### src/rtl/conv_job_sequencer.sv
// rtl/conv_job_sequencer.sv - drives one ID1000500A_conv core: size/X/Y load, start, wait, result stream, ack
// Optional build macro CONV_SEQ_TIMEOUT_EN bounds the wait for core_int and routes expiry through ERR.
module conv_job_sequencer #(
  parameter int DATA_WIDTH = 32,
  parameter int CONF_WIDTH = 5,
  parameter int SIZE_WIDTH = 5,
  parameter logic [CONF_WIDTH-1:0] CONF_MEMX = 5'd0,
  parameter logic [CONF_WIDTH-1:0] CONF_MEMY = 5'd1,
  parameter logic [CONF_WIDTH-1:0] CONF_SIZE = 5'd2,
  parameter logic [CONF_WIDTH-1:0] CONF_MEMZ = 5'd3,
  parameter logic [CONF_WIDTH-1:0] CONF_STAT = 5'd4
) (
  input  logic                  clk,
  input  logic                  rst,
  input  logic                  job_valid,
  output logic                  job_ready,
  input  logic [SIZE_WIDTH-1:0] job_size_x,
  input  logic [SIZE_WIDTH-1:0] job_size_y,
  input  logic                  smp_valid,
  output logic                  smp_ready,
  input  logic [DATA_WIDTH-1:0] smp_data,
  output logic                  res_valid,
  input  logic                  res_ready,
  output logic [DATA_WIDTH-1:0] res_data,
  output logic                  res_last,
  output logic                  busy,
  output logic                  done,
  output logic                  err,
  output logic [DATA_WIDTH-1:0] core_data_in,
  input  logic [DATA_WIDTH-1:0] core_data_out,
  output logic                  core_write,
  output logic                  core_read,
  output logic                  core_start,
  output logic [CONF_WIDTH-1:0] core_conf,
  input  logic                  core_int
);

  localparam int CW = SIZE_WIDTH + 1;

  localparam logic [3:0] S_IDLE  = 4'd0;
  localparam logic [3:0] S_SIZE  = 4'd1;
  localparam logic [3:0] S_LDX   = 4'd2;
  localparam logic [3:0] S_LDY   = 4'd3;
  localparam logic [3:0] S_START = 4'd4;
  localparam logic [3:0] S_WAIT  = 4'd5;
  localparam logic [3:0] S_RDZ   = 4'd6;
  localparam logic [3:0] S_ACK   = 4'd7;
  localparam logic [3:0] S_ERR   = 4'd8;

  logic [3:0]            state;
  logic                  arm;
  logic [SIZE_WIDTH-1:0] size_x;
  logic [SIZE_WIDTH-1:0] size_y;
  logic [CW-1:0]         cnt;
  logic [CW-1:0]         cap_cnt;
  logic [CW-1:0]         n_res;
  logic [CW-1:0]         phase_len;
  logic                  pend;
  logic                  smp_acc;
  logic                  last_smp;
  logic                  cap;
  logic                  drain;
  logic                  job_zero;
`ifdef CONV_SEQ_TIMEOUT_EN
  logic [15:0]           tmo;
`endif

  // arm is low for the first cycle of each phase so core_conf settles before any access
  assign n_res     = CW'(size_x) + CW'(size_y) - CW'(1);
  assign phase_len = (state == S_LDY) ? CW'(size_y) : CW'(size_x);
  assign job_ready = (state == S_IDLE);
  assign busy      = (state != S_IDLE);
  assign smp_ready = arm && ((state == S_LDX) || (state == S_LDY)) && (cnt < phase_len);
  assign smp_acc   = smp_valid && smp_ready;
  assign last_smp  = smp_acc && ((cnt + CW'(1)) == phase_len);
  assign drain     = res_valid && res_ready;
  assign cap       = pend && (!res_valid || res_ready);
  assign core_read = (state == S_RDZ) && arm && (cnt < n_res) && (!res_valid || res_ready);
  assign core_start = (state == S_START);
  assign done      = drain && res_last;
  assign job_zero  = (job_size_x == '0) || (job_size_y == '0);

  always_comb begin
    core_write   = 1'b0;
    core_data_in = '0;
    case (state)
      S_SIZE: begin
        core_write   = arm;
        core_data_in = arm ? DATA_WIDTH'({size_y, size_x}) : '0;
      end
      S_LDX, S_LDY: begin
        core_write   = smp_acc;
        core_data_in = smp_data;
      end
      S_ACK, S_ERR: core_write = arm;
      default: ;
    endcase
  end

  always_ff @(posedge clk) begin
    if (rst) begin
      state     <= S_IDLE;
      arm       <= 1'b0;
      size_x    <= '0;
      size_y    <= '0;
      cnt       <= '0;
      cap_cnt   <= '0;
      pend      <= 1'b0;
      res_valid <= 1'b0;
      res_data  <= '0;
      res_last  <= 1'b0;
      err       <= 1'b0;
      core_conf <= CONF_STAT;
`ifdef CONV_SEQ_TIMEOUT_EN
      tmo       <= '0;
`endif
    end else begin
      arm <= 1'b1;
      case (state)
        S_IDLE: begin
          if (job_valid) begin
            size_x <= job_size_x;
            size_y <= job_size_y;
            err    <= job_zero;
            if (!job_zero) begin
              state     <= S_SIZE;
              core_conf <= CONF_SIZE;
              arm       <= 1'b0;
            end
          end
        end
        S_SIZE: begin
          if (arm) begin
            state     <= S_LDX;
            core_conf <= CONF_MEMX;
            arm       <= 1'b0;
            cnt       <= '0;
          end
        end
        S_LDX, S_LDY: begin
          if (smp_acc) cnt <= cnt + CW'(1);
          if (last_smp) begin
            cnt <= '0;
            if (state == S_LDX) begin
              state     <= S_LDY;
              core_conf <= CONF_MEMY;
              arm       <= 1'b0;
            end else begin
              state <= S_START;
            end
          end
        end
        S_START: begin
          state <= S_WAIT;
`ifdef CONV_SEQ_TIMEOUT_EN
          tmo   <= '0;
`endif
        end
        S_WAIT: begin
          if (core_int) begin
            state     <= S_RDZ;
            core_conf <= CONF_MEMZ;
            arm       <= 1'b0;
            cnt       <= '0;
            cap_cnt   <= '0;
            pend      <= 1'b0;
          end
`ifdef CONV_SEQ_TIMEOUT_EN
          else if (tmo == 16'hFFFE) begin
            state     <= S_ERR;
            core_conf <= CONF_STAT;
            arm       <= 1'b0;
            err       <= 1'b1;
          end else begin
            tmo <= tmo + 16'd1;
          end
`endif
        end
        S_RDZ: begin
          // core_data_out holds until the next read, so an uncaptured word simply waits in pend
          if (core_read) cnt <= cnt + CW'(1);
          pend <= core_read || (pend && !cap);
          if (cap) begin
            res_valid <= 1'b1;
            res_data  <= core_data_out;
            res_last  <= (cap_cnt == (n_res - CW'(1)));
            cap_cnt   <= cap_cnt + CW'(1);
          end else if (drain) begin
            res_valid <= 1'b0;
            res_last  <= 1'b0;
          end
          if (done) begin
            state     <= S_ACK;
            core_conf <= CONF_STAT;
            arm       <= 1'b0;
          end
        end
        S_ACK, S_ERR: begin
          if (arm) state <= S_IDLE;
        end
        default: state <= S_IDLE;
      endcase
    end
  end

endmodule
### config.mk
export PLATFORM = sky130hd
export DESIGN_NAME = conv_job_sequencer
export DESIGN_NICKNAME = d
export VERILOG_FILES = /design/src/rtl/conv_job_sequencer.sv
export SDC_FILE = /design/constraint.sdc
export NUM_CORES = 1
export LEC_CHECK = 0
export CAP_MARGIN = 40
export CORE_MARGIN = 1
export CORE_UTILIZATION = 47
export CTS_CLUSTER_DIAMETER = 60
export CTS_CLUSTER_SIZE = 25
export DETAILED_ROUTE_END_ITERATION = 16
export PLACE_DENSITY = 0.92
export SLEW_MARGIN = 40
export SYNTH_ARGS = -nofsm -noshare
export SYNTH_HDL_FRONTEND = slang
export SYNTH_SLANG_ARGS = --single-unit
export TNS_END_PERCENT = 1
### constraint.sdc
create_clock -name clk -period 4.79 [get_ports clk]
set_input_delay 0.7185 -clock clk [delete_from_list [all_inputs] [get_ports clk]]
set_output_delay 0.7185 -clock clk [all_outputs]
set_load 0.05 [all_outputs]
==> results of run 1 <==
==> report_power, final <==
part           total (mW)  switching, mW  internal, mW
sequential          0.653         0.0697         0.584
combinational        1.24          0.753         0.486
clock               0.513          0.220         0.294
total                2.41           1.04          1.36
==> worst min path at each step <==
stage	depth (start not counted)	slack, ns	endpoint
global route	2	0.48	res_data[17]$_SDFFE_PP0P_
global placement	2	0.44	res_data[0]$_SDFFE_PP0P_
floorplan	2	0.45	size_y[0]$_SDFFE_PP0P_
detailed placement	2	0.45	res_data[25]$_SDFFE_PP0P_
finish	2	0.45	res_data[7]$_SDFFE_PP0P_
CTS	2	0.46	res_data[7]$_SDFFE_PP0P_
==> state kept, by name, indices dropped and copies added (netlist names), 3 cells and up <==
name and cells:
cap_cnt 6, cnt 6, core_conf 3, res_data 32, size_x 5, size_y 5, state 3
==> layout make-up <==
cell class	count	area, µm²
clock buffer	9	124
clock inverter	6	91.3
fill	552	2140
inverter	27	101
multi-input combinational	363	2250
sequential	65	1300
tap	102	128
timing repair buffer	161	1590
==> cells by family (layout without fill, tap and decap cells) <==
kind of cell | Yosys count | in the layout
xor gates and xnor gates | 21 | 21
muxes | 10 | 10
and+or+nand+nor | 197 | 197
buffers and inverters | 54 | 203
AOI/OAI and AO/OA | 110 | 110
adders and majority gates | 23 | 23
DFF | 65 | 65
other | 1 | 2
==> worst min-delay path: stages, from the launching register on <==
cell and delay, ns:
dfxtp_1 0.31, nand2_1 0.05, a21oi_1 0.05
==> synthesized netlist by cell type, types with 2 or more instances <==
cell type    n
a21o_1       3
a21oi_1     60
a22o_1      10
a311oi_1     2
and2_1      26
and3_1       4
and3b_1      3
buf_2        2
buf_4        3
clkbuf_1    22
dfxtp_1     65
ha_1        21
inv_1       27
mux2i_1      7
nand2_1    102
nand2b_1     4
nand3_1     13
nand4_1      2
nor2_1      22
nor2b_1      4
nor3_1       7
o211ai_1     2
o21ai_0      8
o221ai_1     2
o22ai_1      2
o2bb2ai_1    2
o31ai_1      2
o41ai_1      3
or4_1        2
xnor2_1      9
xor2_1      12
==> through the flow <==
stage	setup WS [ns]	power, mW
floorplan	0.624	1.53
global placement	0.880	1.84
finish	0.282	2.41
detailed placement	0.686	1.89
CTS	0.270	2.41
global route	0.0219	2.55
==> metal layers <==
layer	GRT usage, %	vias up	wire length, µm
met5	0	-	0
met4	11.5	0	277
met3	6.53	25	760
met2	43.9	156	5240
met1	30.8	1809	4310
li1	-	1940	-
==> timing repair <==
action                                  in CTS  in global routing
hold endpoints to repair                     0                  0
hold buffers                                 0                  0
endpoints found under the setup margin       0                  1
resized for setup                            0                  1
==> reports/results.ini, run 1 <==
[critical_path]
cp_cell_sequence=nand3b_4 -> mux2i_1 -> ha_1 -> a21o_1 -> a21oi_1 -> nand4b_1 -> nor2_1 -> a311oi_1 -> a21oi_1 -> clkdlybuf4s50_1
cp.buffers_inverters=1
cp_common_cell=a21oi_1
reg2reg_setup_slack_ns=1.03
startpoint=state[2]$_SDFFE_PP0P_
endpoint=core_write
reg2reg_to=cnt[4]$_SDFFE_PP0P_
max_stage_delay_ns=0.84
reg2regPathDepth=14
crit_path_end_kind=output port
arrival_ns=3.79
r2r-start=size_x[1]$_SDFFE_PP0P_
critPathLaunchType=flop
cp_max_fo=16
slowest_stage=clkdlybuf4s50_1
critical_path_class=reg2out
cp.depth=10
required_ns=4.07
cp_top_family=buffers and inverters

[power_and_ir_drop]
vdd_ir_drop_max_v=0.000273
p_leak_nw=2.17
powerDensity_nw_per_um2=431

[synth]
syn_inst=481
ys_top_cells_by_area=dfxtp_1 35%, nand2_1 10%, a21oi_1 8.0%
synth_top_family_by_area=simple AND/OR/NAND/NOR gates
synth-edff-count=0
synth-simple-area-share_pct=24.8
syn_area_per_cell_um2=7.81
synth_top_cell_by_area=dfxtp_1
synth.area.mux_share_pct=3.06
yosysUniqueCellTypes=59
synth-seq-cells=65
synth_fa_ha_area_share_pct=7.79
seq_area_frac_synth_pct=34.6
synth_compound_area_share_pct=18.9
synth_top_area_share_pct=34.6
yosysWarnings=0
synth-xor-area-share_pct=4.89
synthFlopType=dfxtp_1
synthArstFlopShare_pct=0
synth_area_um2=3760

[floorplanning]
dieWidth_um=91.4
die_area_um2=8360
rows=32
num_io_pins=159
die_h_um=91.4
core_area_um2=7730
initial_core_util_pct=48.6

[place]
hpwl_um=7980
placedCellCount=718
portBuffers=156
gp_congestion=0.927
placed_area_um2=5370

[final_layout]
layout_commonest_cell=clkdlybuf4s50_1
drive_gt1_share_pct=4.60
area_growth_pct=48.6
final_nets=729
postLayoutCellArea_um2=5590
antenna_cells=0
layout_common_cells=154 x clkdlybuf4s50_1, 102 x nand2_1, 64 x dfxtp_1, 60 x a21oi_1, 27 x inv_1
fin_cells=733
postLayoutCoreUtil_pct=72.3

[global_route]
grt_max_degree=61
grtUsageTotal_pct=25.9
antenna_found_initial=0
first_global_vias=3913
grt_first_pass_wirelength_um=17600
overflow=0

[timing]
hold_viol=0
tightest_slew_ns=0.657
setup_viol=0
whs_ns=0.455
clock-skew-final_ns=0.0116
fmax_mhz=222
period_share_pct=94.1
rsz0062_at_grt=false
slew_headroom_pct=56.1
finalSetupTns_ns=0
maxSlewViolCount=0
finalCriticalPeriod_ns=4.51

[drt]
routedWlPerCell_um=14.4
drc_errors=0
drt_first_pass_iters=6
vias=3930
dr.first_iter.drc_count=215
wl_um=10600
antenna_left=0
via_per_inst=5.36

[outcome]
status=finished, final reports clean

[clocking]
clk_pin_slew_ns=0.07
cts_tree=yes
htree_levels=3
cts_max_path_buffers=2
cts_buffers=9
clock-root-buffer=clkbuf_8
cts_setup_buffers=0
clk_latency_ns=0.35
cts_sinks=65

[worst_hold_path]
hold_class=reg2reg
worstHoldStart=res_data[7]$_SDFFE_PP0P_

[flow_run]
maxCapViolations=0

No activity file was read; power rests on OpenSTA's default activity.
==> run 2, diff against run 1 <==
--- a/config.mk
+++ b/config.mk
@@ -6,6 +6,7 @@
 export NUM_CORES = 1
 export LEC_CHECK = 0
 export CAP_MARGIN = 40
+export CORE_ASPECT_RATIO = 2
 export CORE_MARGIN = 1
 export CORE_UTILIZATION = 47
 export CTS_CLUSTER_DIAMETER = 60
==> run 2 against run 1 <==
  * Combinational power about the same
  * Cell area increased by 1.7%
  * First-iteration DRC count decreased by 32%
  * Power increased by 9.0%
  * Critical path depth increased by 4
  * Sequential share of layout area decreased by 0.42 points
  * Largest cell class unchanged
  * Largest power group unchanged
==> reports/results.ini, run 2 (synthesized netlist as in run 1, its figures left out) <==
[outcome]
status=finished, final reports clean

[final_layout]
multi_input_area_um2=2250
postLayoutCoreUtil_pct=74.2
final_nets=729
layout_commonest_cell=clkdlybuf4s50_1
antenna_cells=0
drive_gt1_share_pct=4.27
fin_cells=726
n_fill_cell=549
top_regs=res_data (32), cap_cnt (6), cnt (6)
top_register=res_data
area_growth_pct=51.2
largest_reg_flops=32
layout_common_cells=154 x clkdlybuf4s50_1, 102 x nand2_1, 65 x dfxtp_1, 60 x a21oi_1, 27 x inv_1
register_area_um2=1300
postLayoutCellArea_um2=5680

[timing]
tightest_slew_ns=0.665
clock-skew-final_ns=0.00428
period_share_pct=93.4
finalSetupTns_ns=0
finalCriticalPeriod_ns=4.47
final.setup.worst_slack_ns=0.318
rsz0062_at_grt=false
slew_headroom_pct=55.3
maxSlewViolCount=0
setup_viol=0
fmax_mhz=224
hold_viol=0

[floorplanning]
core_area_um2=7660
rows=45
num_io_pins=159
die_area_um2=8380
die_h_um=128
dieWidth_um=65.2
initial_core_util_pct=49.1

[worst_hold_path]
worstHoldPathCells=2
hold_class=reg2reg

[critical_path]
arrival_ns=3.75
crit_path_end_kind=output port
cp_max_fo=4
cp_cell_sequence=inv_1 -> ha_1 -> inv_1 -> ha_1 -> fa_1 -> xor2_1 -> inv_1 -> ha_1 -> o21a_1 -> o2bb2ai_1 -> inv_1 -> maj3_1 -> a21oi_1 -> buf_4
cp_common_cell=inv_1
required_ns=4.07
reg2regPathDepth=14
max_stage_delay_ns=0.41
critPathLaunchType=flop
slowest_stage=fa_1
critical_path_class=reg2out

[power_and_ir_drop]
comb_power_share_pct=48.1
p_sw_mw=1.08
p_int_mw=1.54
vdd_ir_drop_max_v=0.000329
p_seq_share_pct=24.9
powerDensity_nw_per_um2=462
p_sw_share_pct=41.2
p_leak_nw=2.21
pwr-share-clk_pct=27.0

[flow_run]
maxCapViolations=0

[clocking]
clk_pin_slew_ns=0.05
cts_resized=0
cts_tree=yes
cts_hold_buf=0
cts_max_path_buffers=2
htree_levels=3
clk_latency_ns=0.33
cts_setup_buffers=0
cts_sinks=65
cts_buffers=9
clock-root-buffer=clkbuf_16

[place]
placed_area_um2=5360
post-place-ws_ns=0.719
portBuffers=156
gp_congestion=0.946
hpwl_um=9180
placedCellCount=710

[drt]
vias=4061
dr.first_iter.drc_count=147
routedWlPerCell_um=16.9
drc_errors=0
drt_first_pass_iters=5
via_per_inst=5.59
wl_um=12300
antenna_left=0

[global_route]
overflow=0
grt_first_pass_wirelength_um=19800
grtUsageTotal_pct=30.7
antenna_found_initial=0
first_global_vias=4270
grt_max_degree=60

-- run 2: changes by cell type in the layout (fill, tap and decap cells not counted), sizes merged --
cell,previous run,this run
clkbuf,9,12
inv,29,27
clkinv,2,1
clkinvlp,0,1
-- run 2: cell type report --
| type | count | area share [%] |
|---|---|---|
| multi-input cells | 363 | 39.6 |
| clock inverters | 4 | 1.34 |
| repair buffers | 161 | 28.0 |
| flip-flops and latches | 65 | 22.9 |
| well taps | 94 | 2.07 |
| inverters | 27 | 1.78 |
| clock buffers | 12 | 4.34 |
-- run 2: power groups by stage --
| stage | clock network, mW | registers, mW | logic (mW) |
|---|---|---|---|
| 5_1_grt | 0.735 | 0.661 | 1.35 |
| 6_report | 0.709 | 0.654 | 1.26 |
| 3_5_place_dp | 0 | 0.662 | 1.24 |
| 4_1_cts | 0.715 | 0.652 | 1.25 |
| 3_3_place_gp | 0 | 0.657 | 1.21 |
| 2_1_floorplan | 0 | 0.673 | 0.860 |
-- run 2: metal layers --
metal	track usage (%)	wire, µm	part of all wire, %	vias to the layer above
met5	0	0	0	-
met4	18.8	602	4.9	0
met2	58.0	6970	57	157
li1	-	-	-	1937
met1	28.6	4080	33	1917
met3	6.83	650	5.3	50
-- run 2: path summary, 6_finish.rpt --
check / endpoint / start / slack (ns)
min: res_data[2]$_SDFFE_PP0P_ / res_data[2]$_SDFFE_PP0P_ / 0.46
max reg2reg: cnt[3]$_SDFFE_PP0P_ / size_y[1]$_SDFFE_PP0P_ / 1.05
min reg2reg: res_data[2]$_SDFFE_PP0P_ / res_data[2]$_SDFFE_PP0P_ / 0.46
max: core_read / size_y[1]$_SDFFE_PP0P_ / 0.32
-- run 2: per-stage QoR --
step | total power [mW] | hold slack, ns
global route | 2.75 | 0.483
CTS | 2.62 | 0.460
floorplan | 1.53 | 0.449
global placement | 1.87 | 0.440
finish | 2.62 | 0.463
detailed placement | 1.91 | 0.449
-- run 2: critical path, delay by kind of cell (launching register included) --
family	cells	cell delay, ns
adder cells (fa/ha/maj)	5	1.53
buffers and inverters	5	0.55
flip-flops	1	0.36
XOR/XNOR	1	0.36
AO/OA/AOI/OAI	3	0.61
